File: src/rtl/exec_pkg.sv
// Shared opcode and FSM state definitions for the execution unit.
// Opcodes 12-15 are unassigned and report as illegal.
package exec_pkg;

    typedef enum logic [3:0] {
        OP_SLL = 4'd0,
        OP_SRL = 4'd1,
        OP_SRA = 4'd2,
        OP_ADD = 4'd3,
        OP_SUB = 4'd4,
        OP_AND = 4'd5,
        OP_OR  = 4'd6,
        OP_XOR = 4'd7,
        OP_NOR = 4'd8,
        OP_SLT = 4'd9,
        OP_LUI = 4'd10,
        OP_MUL = 4'd11
    } opcode_t;

    typedef enum logic [1:0] {
        ST_IDLE = 2'd0,
        ST_MUL  = 2'd1,
        ST_HOLD = 2'd2
    } state_t;

    // Opcodes answered by the external single-cycle ALU.
    function automatic logic is_alu_op(input logic [3:0] ctrl);
        return ctrl <= OP_LUI;
    endfunction

endpackage

File: src/rtl/mul_seq.sv
// Shift-add multiplier, one partial product per step; WIDTH steps after start.
// No backpressure: the caller holds step high for exactly the multiply duration.
module mul_seq #(
    parameter int WIDTH = 32
) (
    input  logic             clock,
    input  logic             reset,
    input  logic             start,
    input  logic             step,
    input  logic [WIDTH-1:0] op1,
    input  logic [WIDTH-1:0] op2,
    output logic             done,
    output logic [WIDTH-1:0] product
);
    localparam int CNT_W = $clog2(WIDTH) + 1;

    logic [WIDTH-1:0] multiplicand;
    logic [WIDTH-1:0] multiplier;
    logic [WIDTH-1:0] accumulator;
    logic [CNT_W-1:0] counter;
    logic [WIDTH-1:0] acc_nxt;

    assign acc_nxt = accumulator + (multiplier[0] ? multiplicand : '0);

    // product is the accumulator after the current step, so the final step's
    // sum can be captured on the same edge that done is seen.
    assign product = acc_nxt;
    assign done    = step && (counter == CNT_W'(WIDTH - 1));

    always_ff @(posedge clock) begin
        if (reset) begin
            multiplicand <= '0;
            multiplier   <= '0;
            accumulator  <= '0;
            counter      <= '0;
        end else if (start) begin
            multiplicand <= op1;
            multiplier   <= op2;
            accumulator  <= '0;
            counter      <= '0;
        end else if (step) begin
            accumulator  <= acc_nxt;
            multiplicand <= multiplicand << 1;
            multiplier   <= multiplier >> 1;
            counter      <= counter + 1'b1;
        end
    end

endmodule

File: src/rtl/exec_unit.sv
// Execution unit: external ALU ops in 1 cycle, MUL in WIDTH+1 cycles, result held in HOLD.
// in_ready follows out_ready in HOLD and is low during MUL; outputs stay stable while stalled.
module exec_unit #(
    parameter int WIDTH = 32,
    parameter int TAG_W = 4
) (
    input  logic             clock,
    input  logic             reset,
    input  logic             in_valid,
    output logic             in_ready,
    input  logic [3:0]       in_ctrl,
    input  logic [WIDTH-1:0] in_op1,
    input  logic [WIDTH-1:0] in_op2,
    input  logic [TAG_W-1:0] in_tag,
    output logic [3:0]       alu_ctrl,
    output logic [WIDTH-1:0] alu_op1,
    output logic [WIDTH-1:0] alu_op2,
    input  logic [WIDTH-1:0] alu_result,
    input  logic             alu_zero,
    output logic             out_valid,
    input  logic             out_ready,
    output logic [WIDTH-1:0] out_result,
    output logic             out_zero,
    output logic             out_illegal,
    output logic [TAG_W-1:0] out_tag,
    output logic             busy
);
    import exec_pkg::*;

    state_t           state, state_nxt;
    logic             accept;
    logic             is_mul;
    logic             mul_done;
    logic [WIDTH-1:0] mul_product;

    assign alu_ctrl  = in_ctrl;
    assign alu_op1   = in_op1;
    assign alu_op2   = in_op2;

    assign in_ready  = (state == ST_IDLE) || ((state == ST_HOLD) && out_ready);
    assign accept    = in_valid && in_ready;
    assign is_mul    = (in_ctrl == OP_MUL);
    assign out_valid = (state == ST_HOLD);
    assign busy      = (state == ST_MUL);

    mul_seq #(.WIDTH(WIDTH)) u_mul (
        .clock   (clock),
        .reset   (reset),
        .start   (accept && is_mul),
        .step    (state == ST_MUL),
        .op1     (in_op1),
        .op2     (in_op2),
        .done    (mul_done),
        .product (mul_product)
    );

    always_ff @(posedge clock) begin
        if (reset) begin
            state <= ST_IDLE;
        end else begin
            state <= state_nxt;
        end
    end

    always_comb begin
        state_nxt = state;
        case (state)
            ST_IDLE: begin
                if (accept) begin
                    state_nxt = is_mul ? ST_MUL : ST_HOLD;
                end
            end
            ST_MUL: begin
                if (mul_done) begin
                    state_nxt = ST_HOLD;
                end
            end
            ST_HOLD: begin
                if (out_ready) begin
                    state_nxt = accept ? (is_mul ? ST_MUL : ST_HOLD) : ST_IDLE;
                end
            end
            default: state_nxt = ST_IDLE;
        endcase
    end

    // accept and mul_done never coincide: in_ready is low throughout MUL.
    always_ff @(posedge clock) begin
        if (reset) begin
            out_result  <= '0;
            out_zero    <= 1'b0;
            out_illegal <= 1'b0;
            out_tag     <= '0;
        end else if (accept) begin
            out_tag <= in_tag;
            if (is_alu_op(in_ctrl)) begin
                out_result  <= alu_result;
                out_zero    <= alu_zero;
                out_illegal <= 1'b0;
            end else if (!is_mul) begin
                out_result  <= '0;
                out_zero    <= 1'b1;
                out_illegal <= 1'b1;
            end
        end else if (mul_done) begin
            out_result  <= mul_product;
            out_zero    <= (mul_product == '0);
            out_illegal <= 1'b0;
        end
    end

endmodule

File: config.mk
export PLATFORM = sky130hd
export DESIGN_NAME = exec_unit
export DESIGN_NICKNAME = d
export VERILOG_FILES = /design/src/rtl/exec_pkg.sv /design/src/rtl/mul_seq.sv /design/src/rtl/exec_unit.sv
export SDC_FILE = /design/constraint.sdc
export NUM_CORES = 1
export LEC_CHECK = 0
export BUFFER_PORTS_ARGS = -buffer_cell sky130_fd_sc_hd__buf_4
export CORE_ASPECT_RATIO = 1.25
export CORE_MARGIN = 1.5
export CORE_UTILIZATION = 34
export CTS_BUF_LIST = sky130_fd_sc_hd__clkbuf_8
export CTS_CLUSTER_DIAMETER = 200
export DETAILED_ROUTE_END_ITERATION = 10
export PLACE_DENSITY_LB_ADDON = 0.25
export SETUP_SLACK_MARGIN = 0.5
export SLEW_MARGIN = 25
export SYNTH_ARGS = -nofsm -noshare
export SYNTH_HDL_FRONTEND = slang
export SYNTH_SLANG_ARGS = --single-unit
File: constraint.sdc
create_clock -name clock -period 4.25 [get_ports clock]
set_clock_uncertainty 0.15 [all_clocks]
set_input_delay 0.85 -clock clock [delete_from_list [all_inputs] [get_ports clock]]
set_output_delay 0.85 -clock clock [all_outputs]
set_load 0.03 [all_outputs]
== Word-level counts from Yosys, hierarchy flattened ==
Cells that the tools add are included.
Word-level totals
  register bits: 142
  logic and storage cells: 54
Operators by class
  $add $sub $neg: 2
  magnitude comparators: 1
  equal/unequal tests: 8
  multiplexer cells: 22
  reduce and logical (&&, ||, !) cells: 12
Operators by type and width (number)
  32-bit 2-to-1 mux: 9
  32-bit adder: 1
  32-bit logical NOT: 1
  2-bit 2-to-1 mux: 5
  1-bit 2-to-1 mux: 7
  6-bit by 1-bit adder with 6-bit output, second input constant: 1
  6-bit by 5-bit equality test with 1-bit output, second input constant: 1
  2-bit one-hot mux with 3 select lines: 1
  4-bit equality test, second input constant: 1
  4-bit less-or-equal comparator, second input constant: 1
  1-bit logical AND: 4
  2-bit != test, second input constant: 2
  2-bit nonzero test: 2
  3-bit by 2-bit != test with 1-bit output, second input constant: 1
  3-bit AND reduction: 1
  2-bit by 1-bit equality test with 1-bit output, second input constant: 1
  2-bit equality test, second input constant: 1
  2-bit logical NOT: 1
  2-bit by 1-bit != test with 1-bit output, second input constant: 1
  2-bit AND reduction: 1
  2-bit OR reduction: 1
  1-bit logical OR: 1

== Longest topological paths before layout ==
  depth after elaboration: 7
  depth in mapped cells: 13
  gate-level depth less buffers: 12

== Hierarchy ==
From an unflattened synthesis, not the netlist that was laid out.
Second synthesis, totals
  cells, all modules: 1120
  area, all modules: 9156.3 µm²
By module, submodules not included
  mul_seq: times used 1, cells an instance 807, area an instance 6387.4 µm², sequential area each 2042.0 µm²
  exec_unit: times used 1, cells an instance 313, area an instance 2768.9 µm², sequential area each 800.8 µm²

== Least setup slack after synthesis ==
No wires, ideal clock.
  kind: reg-to-reg
  from: register u_mul.multiplier[0]
  to: register out_zero
  library setup time: 84 ps
  data arrival time: 3192 ps
  required time: 4016 ps
  setup slack: 824 ps
  cell stages (with the launch flop): 14
  buffers on the path: 1
  path through: dfxtp_1 > clkbuf_1 > and2_1 > ha_1 > fa_1 > a21o_1 > a221oi_2 > o21ai_1 > a41oi_1 > o311a_1 > o211a_1 > a21oi_1 > or3_1 > o31ai_2
On the way
  longest elaborated chain between the ends: 5
Ends and longest elaborated chain
  from (decl): line mul_seq.sv:18  | logic [WIDTH-1:0] multiplier;
  from (signal assigned): line mul_seq.sv:38  | multiplier <= op2;
  from (signal assigned): line mul_seq.sv:44  | multiplier <= multiplier >> 1;
  32-bit 2-to-1 mux: line mul_seq.sv:23  | assign acc_nxt = accumulator + (multiplier[0] ? multiplicand : '0);
  32-bit adder: line mul_seq.sv:23
  32-bit logical NOT: line exec_unit.sv:107  | out_zero <= (mul_product == '0);
  1-bit 2-to-1 mux: line exec_unit.sv:105  | end else if (mul_done) begin
  1-bit 2-to-1 mux: line exec_unit.sv:94  | end else if (accept) begin
  to (signal assigned): line exec_unit.sv:98  | out_zero <= alu_zero;
  to (signal assigned): line exec_unit.sv:107
  to (decl): line exec_unit.sv:23  | output logic out_zero,
Every way passes these cells. The select of a mux whose other input is x is not followed.
A chain may end at the register's enable or synchronous reset.

== Final worst setup path ==
Ends and elaborated chain as after synthesis.

==> run metrics <==
Synth area leaders=dfxtp_1 (34%), nand2_1 (8.1%), buf_4 (6.0%), a21oi_1 (5.9%), nor2_1 (5.1%); Worst R2R End=out_zero$_SDFFE_PP0P_; RSZ-0062 raised after global routing=false; Cell Pwr Density=314.8 nW/um2; Synth top area share=33.65%; Reg2Reg Setup Slack=0.67 ns; worst hold margin=0.3072 ns; Max Fclk=278.9 MHz; maxcap violations=0; Mapped Cells=1102; final hold vios=0; final period utilization=84.35%; clock buffer depth=2; All-Layer GR Usage=21.52%; Root Driver=clkbuf_8; Chip Width=144.0 um; pins over their slew limit=0; initial antenna violation count=0; DRC errors left=0; worst endpoint required time=4.47 ns; worst r2r path cells=13; Worst Setup End Kind=register; Clock transition at path regs=0.08 ns; setup TNS=0 ns; mean routed wirelength per cell=17.87 um; hold path depth=2; Mapped Area=8447 um2; number of synthesized flops with an enable pin=0; largest net degree at the start of global routing=105; area of the multi-input gates=4848 um2; min Tclk post-route=3.585 ns; Max VDD drop=0.0001923 V; initial core utilization=34.59%; Async SR Flop Fraction=0%; syn nets=1244; grt ovf=0; ys flop type=dfxtp_1; Placer Congestion=0.9514; RR Startpoint=u_mul.multiplier[0]$_SDFFE_PP0P_; htree depth=4; FP Rows=64; CTS tree=built; core footprint=24420 um2; Die Y=179.2 um; FF+latch count, synth=142; cell taking the most area after synthesis=dfxtp_1; post-synth cell types=75; ANT cells=0; yosys warns=0; CTS Buf Count=17; Static Leak=4.166 nW; post-DR vias/cell=5.351; DRT Wirelength=27.82 mm; WHS Endpoint=u_mul.multiplier[7]$_SDFFE_PP0P_; crit path kind=reg -> reg; DR vias=8332; # IOs=218; type of origin of the critical path=register; DR iter-0 viols=507; first-pass GRT wire length=43.04 mm; Clock Sink Count=142; crit path from=u_mul.multiplier[0]$_SDFFE_PP0P_; # setup viols final=0; area growth from synthesis to final layout=24.77%; Worst Tran Pin Value=0.8266 ns; number of port buffers=217; number of global-route vias before repair=8145; fill count=2518; nets=1358; DRT Pass-1 Iters=5; Avg Synthesized Cell Area=7.665 um2; Hold Crit Start=u_mul.multiplier[7]$_SDFFE_PP0P_; Clock Latency Late Sink=0.46 ns; status=completed; CP Max Fanout=15; DP HPWL=20.33 mm; FF/Latch Area=2846 um2; Routed Antenna Nets=0; area of the die=25800 um2; Hold Path Class=reg -> reg; layout cells sized above 1=25.26%; max_slew headroom=44.89%; critical path arrival=3.80 ns; Seq/Total Area, Yosys=33.65%
==> cells in the final DEF, fill, tap and decap left out, types with 5 or more instances in the layout <==
master / count
and3_1: 6
nor3_1: 42
nand2_1: 182
a22oi_1: 33
nand2b_1: 6
a221oi_1: 26
o211ai_1: 9
a311oi_1: 32
a21oi_1: 99
nor2b_1: 6
nor2_1: 111
and2_1: 33
inv_1: 18
clkbuf_8: 18
nand3_1: 19
dfxtp_1: 141
buf_4: 242
o21ai_0: 16
a21o_1: 13
o2111ai_1: 5
ha_1: 26
a211oi_1: 11
o21a_1: 6
bufinv_16: 8
xor2_1: 8
xnor2_1: 12
nand4_1: 6
==> sequential cells by signal, summed over array words and instances (netlist names) <==
name,flops
u_mul.counter,6
out_tag,4
u_mul.accumulator,32
u_mul.multiplicand,32
out_illegal,1
u_mul.multiplier,32
out_result,32
out_zero,1
state,2
==> stage by stage <==
stage | utilization (%) | power [mW] | instances | worst slack [ns] | instance area, um2
finish | 43.15 | 3.318 | 1557 | 0.6651 | 10540
global route | 43.15 | 3.445 | 1557 | 0.4706 | 10540
CTS | 42.60 | 3.360 | 1555 | 0.5449 | 10410
detailed placement | 40.42 | 1.934 | 1525 | 0.3722 | 9872
global placement | 40.40 | 1.931 | 1525 | 0.4914 | 9868
floorplan | - | 1.737 | 1102 | 0.8240 | 8447
==> report_power, final <==
part	internal [mW]	switching, mW	total, mW
clock network	0.885	0.533	1.42
registers	1.37	0.0266	1.40
logic	0.200	0.303	0.503
total	2.46	0.862	3.32
==> worst max-delay path, cell delays in order, from the launching register on <==
cell,delay [ns]
dfxtp_4,0.39
and2_1,0.17
ha_1,0.20
fa_1,0.41
a21o_1,0.25
a221oi_4,0.30
o21ai_1,0.14
a41oi_1,0.23
buf_4,0.18
o311a_1,0.25
o211a_1,0.16
a21oi_1,0.07
or3_1,0.40
o31ai_2,0.21
==> metal layers <==
metal | up-vias | share of wire [%] | global-route usage [%]
met5 | - | 0 | 0
met4 | 0 | 5.1 | 12.71
met3 | 71 | 2.8 | 2.858
met2 | 210 | 53 | 39.45
met1 | 3933 | 39 | 23.37
li1 | 4118 | - | -
==> what timing repair did <==
item                                    in CTS  in global routing
buffers inserted                             0                  2
endpoints found under the setup margin       1                  5
gates cloned                                 0                  0
gates resized for setup                      4                 23
hold buffers                                 0                  0
pin swaps                                    0                  8
==> area by class of cell <==
class | count | share of cell area, %
multi-input combinational | 793 | 46.00
sequential | 142 | 27.01
timing repair buffer | 244 | 17.54
tap | 330 | 3.918
clock inverter | 12 | 2.529
clock buffer | 18 | 2.351
inverter | 18 | 0.6530
==> cells in the mapped netlist (all sizes together), types with 9 or more instances <==
library cell,instances
a211oi,12
a21o,13
a21oi,100
a221oi,27
a22oi,33
a311oi,33
and2,33
buf,86
clkbuf,63
dfxtp,142
ha,32
inv,18
nand2,182
nand3,19
nor2,114
nor3,43
o211ai,9
o21ai,21
xnor2,13
==> kinds of logic after synthesis <==
| logic type | count (synthesis) | synth area share, % |
|---|---|---|
| buffers and inverters | 167 | 10.69 |
| muxes | 2 | 0.2518 |
| DFF | 142 | 33.65 |
| xor gates and xnor gates | 21 | 2.177 |
| adders and majority gates | 33 | 4.977 |
| AOI/OAI and AO/OA | 305 | 25.61 |
| and+or+nand+nor | 432 | 22.63 |
==> worst max-delay path by stage <==
| stage | endpoint | slack, ns |
|---|---|---|
| after global placement | out_zero$_SDFFE_PP0P_ | 0.49 |
| final | out_zero$_SDFFE_PP0P_ | 0.67 |
| after CTS | out_zero$_SDFFE_PP0P_ | 0.54 |
| after detailed placement | out_zero$_SDFFE_PP0P_ | 0.37 |
| after global routing | out_zero$_SDFFE_PP0P_ | 0.47 |
| after floorplan | out_zero$_SDFFE_PP0P_ | 0.82 |
(Power assumes the default switching activity.)
